File: src/rtl/alu_operand_stage.sv
// Registered operand staging ahead of the ALU adder: 2-entry skid buffer with
// a flopped in_ready and writeback forwarding into every held entry.
module alu_operand_stage #(
  parameter int OPERAND_LENGTH = 32,
  parameter int REG_ADDR_WIDTH = 5
) (
  input  logic                      clk,
  input  logic                      rst_n,
  input  logic                      flush,
  input  logic                      in_valid,
  output logic                      in_ready,
  input  logic [OPERAND_LENGTH-1:0] in_opd1,
  input  logic [OPERAND_LENGTH-1:0] in_opd2,
  input  logic [REG_ADDR_WIDTH-1:0] in_rs1,
  input  logic [REG_ADDR_WIDTH-1:0] in_rs2,
  input  logic                      in_rs1_used,
  input  logic                      in_rs2_used,
  input  logic [2:0]                in_alu_op_select,
  input  logic [REG_ADDR_WIDTH-1:0] in_rd,
  input  logic                      fwd_valid,
  input  logic [REG_ADDR_WIDTH-1:0] fwd_rd,
  input  logic [OPERAND_LENGTH-1:0] fwd_data,
  output logic                      out_valid,
  input  logic                      out_ready,
  output logic [OPERAND_LENGTH-1:0] opd1,
  output logic [OPERAND_LENGTH-1:0] opd2,
  output logic [2:0]                alu_op_select,
  output logic [REG_ADDR_WIDTH-1:0] out_rd
);

  typedef enum logic [1:0] {EMPTY, ONE, TWO} state_t;

  typedef struct packed {
    logic [OPERAND_LENGTH-1:0] opd1;
    logic [OPERAND_LENGTH-1:0] opd2;
    logic [REG_ADDR_WIDTH-1:0] rs1;
    logic [REG_ADDR_WIDTH-1:0] rs2;
    logic                      rs1_used;
    logic                      rs2_used;
    logic [2:0]                op;
    logic [REG_ADDR_WIDTH-1:0] rd;
  } entry_t;

  // Register x0 is hardwired, so a writeback to index 0 never forwards.
  function automatic entry_t applyFwd(
    input entry_t                    e,
    input logic                      f_valid,
    input logic [REG_ADDR_WIDTH-1:0] f_rd,
    input logic [OPERAND_LENGTH-1:0] f_data
  );
    entry_t r;
    r = e;
    if (f_valid && (f_rd != '0)) begin
      if (e.rs1_used && (e.rs1 == f_rd)) r.opd1 = f_data;
      if (e.rs2_used && (e.rs2 == f_rd)) r.opd2 = f_data;
    end
    return r;
  endfunction

  state_t r_state;
  state_t w_state_next;
  entry_t r_head;
  entry_t r_skid;
  entry_t w_head_next;
  entry_t w_skid_next;
  entry_t w_in;
  entry_t w_in_fwd;
  logic   r_in_ready;
  logic   w_accept;
  logic   w_consume;

  assign w_in = '{opd1: in_opd1, opd2: in_opd2, rs1: in_rs1, rs2: in_rs2,
                  rs1_used: in_rs1_used, rs2_used: in_rs2_used,
                  op: in_alu_op_select, rd: in_rd};

  assign in_ready      = r_in_ready;
  assign out_valid     = (r_state != EMPTY);
  assign w_accept      = in_valid & r_in_ready;
  assign w_consume     = out_valid & out_ready;
  assign opd1          = r_head.opd1;
  assign opd2          = r_head.opd2;
  assign alu_op_select = r_head.op;
  assign out_rd        = r_head.rd;

  // Held entries track writeback every cycle; a consumed head is simply replaced.
  always_comb begin
    w_state_next = r_state;
    w_in_fwd     = applyFwd(w_in, fwd_valid, fwd_rd, fwd_data);
    w_head_next  = applyFwd(r_head, fwd_valid, fwd_rd, fwd_data);
    w_skid_next  = applyFwd(r_skid, fwd_valid, fwd_rd, fwd_data);
    if (flush) begin
      w_state_next = EMPTY;
    end else begin
      case (r_state)
        EMPTY: begin
          if (w_accept) begin
            w_head_next  = w_in_fwd;
            w_state_next = ONE;
          end
        end
        ONE: begin
          if (w_accept && w_consume) begin
            w_head_next = w_in_fwd;
          end else if (w_accept) begin
            w_skid_next  = w_in_fwd;
            w_state_next = TWO;
          end else if (w_consume) begin
            w_state_next = EMPTY;
          end
        end
        TWO: begin
          if (w_consume) begin
            w_head_next  = w_skid_next;
            w_state_next = ONE;
          end
        end
        default: w_state_next = EMPTY;
      endcase
    end
  end

  always_ff @(posedge clk or negedge rst_n) begin
    if (!rst_n) begin
      r_state    <= EMPTY;
      r_head     <= '0;
      r_skid     <= '0;
      r_in_ready <= 1'b1;
    end else begin
      r_state    <= w_state_next;
      r_head     <= w_head_next;
      r_skid     <= w_skid_next;
      r_in_ready <= (w_state_next != TWO);
    end
  end

endmodule

File: config.mk
export PLATFORM = sky130hd
export DESIGN_NAME = alu_operand_stage
export DESIGN_NICKNAME = d
export VERILOG_FILES = /design/src/rtl/alu_operand_stage.sv
export SDC_FILE = /design/constraint.sdc
export NUM_CORES = 1
export LEC_CHECK = 0
export CAP_MARGIN = 0
export CORE_MARGIN = 2
export CORE_UTILIZATION = 53
export CTS_CLUSTER_SIZE = 30
export DETAILED_ROUTE_END_ITERATION = 6
export PLACE_DENSITY = 0.81
export SLEW_MARGIN = 20
export SYNTH_ARGS = -nofsm -noshare
export SYNTH_HDL_FRONTEND = slang
export SYNTH_SLANG_ARGS = --single-unit
File: constraint.sdc
create_clock -name clk -period 2.8 [get_ports clk]
set_input_delay 0.56 -clock clk [delete_from_list [all_inputs] [get_ports clk]]
set_output_delay 0.56 -clock clk [all_outputs]
set_load 0.03 [all_outputs]
==> flow_summary.yaml <==
synthesis:
  syn_area_um2: 10500
  async_flop_share: 1.00
  synthTopCellsByArea: "dfrtp_1 (41%), mux2_2 (9.0%), mux2i_1 (6.4%)"
  synth_ff_type: "dfrtp_1"
  synth.most_common_cell: "dfrtp_1"
  synth.largest_area_cell: "dfrtp_1"
  yosysSeqAreaShare: 0.409
  yosys_warnings: 0
  syn_avg_cell_area_um2: 10.0
  ys_seq_elements: 171
  ys_types: 39
  syn-instance-count: 1042
  syn_nets: 1169
  synth_common_cells: "dfrtp_1 (170), nand3_1 (126), nand2_1 (121), mux2_2 (84), buf_4 (73)"
  synth_enable_flop_cells: 0
  synth_top_area_frac: 0.407
global_route:
  antenna_found_initial: 0
  grt_pass1_vias: 9291
  overflow: 0
  grt_pass1_wl_um: 48400
  grt_max_degree: 138
  grtUsageTotal: 0.296
detailed_routing:
  avgViaCountPerCell: 6.40
  firstDrtPassIters: 5
  vias: 9206
  drt_iter0_drc: 888
  ant_nets: 0
  wire_per_inst_um: 21.2
  wl_um: 30600
  drc_errors: 0
floorplanning:
  num_rows: 51
  core-area_um2: 19400
  fp.dieArea_um2: 20900
  initial_core_util: 0.539
  die_y_um: 144
  chipWidth_um: 144
  ioPinCount: 201
sta:
  period_needed_ps: 2530
  worst_slew_pin_slew_ps: 794
  drv_slew: 0
  setup_ws_ps: 271
  max-slew-margin-rel: 0.471
  rsz0062_at_grt: "false"
  final.period_utilization: 0.903
  hold_violations: 0
  skew_ps: 8.88
  timing.fmax_mhz: 395
  final-setup-viol-count: 0
min_path:
  worstHoldPathType: "in2async"
placement:
  postPlaceCellArea_um2: 12800
  dpl.hpwl_um: 19900
  port_buffers: 200
  dpl.cell_count: 1406
  pre_cts_slack_ps: -148
  gp_congestion: 0.839
worst_setup_path:
  cp.arrival_ps: 2800
  worst-path-max-fanout: 8
  critical_path_buf_inv_count: 3
  reg2reg_slack_ps: 610
  max_stage_delay_ps: 600
  cp-end-kind: "register"
  required_ps: 3070
  cpMaxStageDelayCell: "clkdlybuf4s50_1"
  path_class: "in2reg"
  path_delay_family: "buffers and inverters"
  path_cells: "clkdlybuf4s50_1 -> buf_4 -> xnor2_1 -> nand4_1 -> nor3_4 -> buf_4 -> mux2i_1 -> o221ai_1"
  crit_path_frequent_cell: "buf_4"
  start_kind: "primary input"
final_layout:
  diodes: 0
  final_cells: 1438
  nNetsFinal: 1287
  syn2layout_area_growth_pct: 28.3
  drive_gt1_frac: 0.172
  final_core_util: 0.691
  finalInstanceArea_um2: 13400
clock_tree:
  cts_buffers: 17
  clock_sinks: 171
  clkLatencyLatePin_ps: 430
  cts_tree: "yes"
  cts_root_buffer: "clkbuf_16"
  clk_path_buf_depth: 2
  cts_setup_buffers: 0
  cts_resized: 0
  holdBufCountCts: 0
  clk_pin_slew_worst_paths_ps: 70
  cts_max_level: 4
run_status:
  status: "finished clean"
flow_run:
  maxCapViolations: 0
pwr:
  p_leak_nw: 4.97
  peakVddDrop_v: 0.000467
  p_per_area_nw_per_um2: 682
placed cells by master (no fill, tap or decap), types with 4 or more instances in the layout:
cell,count
a22oi_1,20
buf_12,31
buf_4,39
clkbuf_1,4
clkbuf_16,17
clkdlybuf4s50_1,199
clkinv_4,5
dfrtp_1,170
mux2_2,84
mux2i_1,65
nand2_1,121
nand3_1,126
nor2_1,5
nor3_2,4
o2111ai_1,63
o21a_1,64
o21ai_0,20
o32a_1,64
xnor2_1,17
xor2_1,13
power by group:
part,switching (mW),internal (mW),total (mW)
registers,0.496,3.28,3.78
logic,1.37,1.54,2.92
clock network,1.00,1.46,2.46
total,2.87,6.28,9.16
cell type report:
| cell class | count | area [um^2] |
|---|---|---|
| Multi-Input combinational cell | 698 | 5270 |
| Tap cell | 265 | 332 |
| Sequential cell | 171 | 4280 |
| Fill cell | 1452 | 5980 |
| Timing Repair Buffer | 270 | 2920 |
| Clock inverter | 9 | 139 |
| Clock buffer | 23 | 468 |
| Inverter | 2 | 7.51 |
path summary, 6_finish.rpt:
check | depth (start not counted) | from | to
max | 8 | fwd_rd[0] | opd1[30]
max in group asynchronous | 2 | rst_n | r_skid[8]
min | 2 | rst_n | out_rd[0]
min in group clk | 2 | out_rd[2] | out_rd[2]
min reg2reg | 2 | out_rd[2] | out_rd[2]
max reg2reg | 5 | in_ready | r_skid[39]
state kept, by name, indices dropped and copies added, names as in the netlist:
name / count
r_skid: 84
opd1: 32
opd2: 32
r_head: 12
out_rd: 5
alu_op_select: 3
r_state: 2
in_ready: 1
cells by family (layout without fill, tap and decap cells):
family / count (synthesis) / count (layout) / share of synthesized area
buf+inv: 173 / 304 / 0.0967
compound gates: 242 / 242 / 0.193
simple gates: 275 / 275 / 0.121
mux: 151 / 151 / 0.155
xor+xnor: 30 / 30 / 0.0251
flops: 171 / 171 / 0.409
metrics by stage:
| step | TNS, ps | hold slack (ps) | power (mW) |
|---|---|---|---|
| 2_1_floorplan | 0 | 264 | 5.81 |
| 3_3_place_gp | -4460 | 468 | 6.54 |
| 6_report | 0 | 162 | 9.16 |
| 5_1_grt | 0 | 194 | 9.58 |
| 4_1_cts | 0 | 172 | 9.14 |
| 3_5_place_dp | -5740 | 472 | 6.68 |
per-layer routing:
| metal | vias up | part of all wire | GRT usage |
|---|---|---|---|
| met1 | 4524 | 0.41 | 0.392 |
| li1 | 4083 | - | - |
| met4 | 0 | 0.028 | 0.125 |
| met5 | - | 0 | 0 |
| met3 | 76 | 0.083 | 0.0530 |
| met2 | 523 | 0.48 | 0.481 |
Note: power is estimated with default switching activity, not from simulation.
==> RTL edit (same settings) <==
Set the parameter `OPERAND_LENGTH` to 64 (it was 32).
--- a/src/rtl/alu_operand_stage.sv
+++ b/src/rtl/alu_operand_stage.sv
@@ -1,7 +1,7 @@
 // Registered operand staging ahead of the ALU adder: 2-entry skid buffer with
 // a flopped in_ready and writeback forwarding into every held entry.
 module alu_operand_stage #(
-  parameter int OPERAND_LENGTH = 32,
+  parameter int OPERAND_LENGTH = 64,
   parameter int REG_ADDR_WIDTH = 5
 ) (
   input  logic                      clk,
Interface: changed (5 resized); port bits go from 201 to 361. No check against the original RTL was run, so the function may have changed too.
==> RTL edit against the unedited design <==
  * Routed wire length up 88%
  * Sequential power increased by 77%
  * Worst setup slack better by 0.067 ns
  * Sequential cell count is 128 higher
  * Power increased by 88%
  * Critical path depth is 1 higher
  * Area after synthesis grew 77%
  * Final area grew 75%
  * Critical endpoint is now opd1[29]
  * Highest routed layer unchanged
==> RTL edit: results (changes against the unedited design) <==
[run_status]
run_status = finished, final reports clean

[grt]
maximum_number_of_pins_on_one_net_before_global_route_repair = 69  ; -50%
globalRouteTotalUtil_pct = 31.0  ; +1.4 points

[worst_setup_path]
critical_path_arrival_ns = 2.87  ; +0.07 ns
crit_fanout = 15  ; +7
reg_to_reg_endpoint = r_skid[57]
depth_of_the_worst_register_to_register_path = 6  ; +1

[routing]
wl_um = 57400  ; +88%
via_per_inst = 6.30  ; -1.5%
drt_iter0_markers = 1367  ; +54%

[clock_network]
number_of_buffers_added_by_the_clock_tree_synthesis_step = 35  ; +18
cts.path.max_buffers = 3  ; +1
worstSkewPairLatency_ns = 0.51  ; +0.08 ns

[placed_design]
place_inst = 2302  ; +64%
port_buffers = 360  ; +80%

[final_layout]
drive_gt1_share_pct = 29.1  ; +12 points
finish.net_count = 2107  ; +64%
largest_reg_flops = 148  ; +76%
finalNonFillerCells = 2371  ; +65%

[timing]
skew_ns = 0.0116  ; +0.00274 ns

[synthesis]
yosysUniqueCellTypes = 37  ; -5.1%
synth_area_leaders = sky130_fd_sc_hd__dfrtp_1, sky130_fd_sc_hd__mux2i_1, sky130_fd_sc_hd__mux2_2
postSynthAreaPerCell_sq_um = 11.0  ; +10%
mappedNetlistNets = 1900  ; +63%

[power]
total_leakage_power_nw = 8.29  ; +67%

-- RTL edit: final cells by class --
class	count	area, sq um	share of cell area, %
multi-input combinational	1095	9300	39.6
sequential	299	7480	31.9
timing repair buffer	452	4840	20.6
clock buffer	54	1140	4.86
tap	455	569	2.43
clock inverter	6	105	0.448
antenna	9	22.5	0.0960
inverter	1	3.75	0.0160
-- RTL edit: cell families (layout without fill, tap and decap cells) --
family	after synthesis	after routing	share of synthesized area, %
and+or+nand+nor	358	358	9.41
other	0	9	0
AOI/OAI and AO/OA	300	300	15.8
xor gates and xnor gates	31	31	1.47
DFF	299	299	40.4
buffers and inverters	283	513	9.79
muxes	406	406	23.1
-- RTL edit: power breakdown --
group          internal (mW)  total, mW  switching, mW
registers               5.79       6.68          0.890
clock network           3.06       4.89           1.83
logic                   3.14       5.63           2.49
-- RTL edit: per-layer routing --
layer / up-vias / GRT usage (%) / share of wire (%)
met5: - / 0 / 0
li1: 6548 / - / -
met2: 703 / 49.6 / 47
met1: 7551 / 41.0 / 42
met3: 142 / 5.65 / 7.1
met4: 0 / 14.5 / 4.3
-- RTL edit: worst max-delay path by stage --
stage | start | to | slack, ns | cells past startpoint
global route | fwd_rd[3] | opd1[27] | 0.24 | 9
finish | fwd_rd[3] | opd1[29] | 0.34 | 9
global placement | fwd_rd[2] | opd1[11] | -0.1 | 9
CTS | fwd_rd[3] | opd1[18] | 0.36 | 9
floorplan | fwd_rd[2] | r_skid[89] | 0.36 | 8
detailed placement | fwd_rd[2] | opd1[18] | -0.15 | 9
-- RTL edit: per-stage QoR --
stage               worst slack (ns)  hold WS [ns]
finish                         0.339        0.0279
floorplan                      0.363         0.264
CTS                            0.361        0.0463
global route                   0.238        0.0669
global placement             -0.0998         0.472
detailed placement            -0.153         0.473
-- RTL edit: worst register-to-register path, cell delays in order, from the launching register on --
cell	delay [ns]
sky130_fd_sc_hd__dfstp_2	0.55
sky130_fd_sc_hd__nand4b_1	0.12
sky130_fd_sc_hd__or3_1	0.33
sky130_fd_sc_hd__buf_4	0.21
sky130_fd_sc_hd__or2_2	0.35
sky130_fd_sc_hd__buf_12	0.20
sky130_fd_sc_hd__o221a_2	0.31
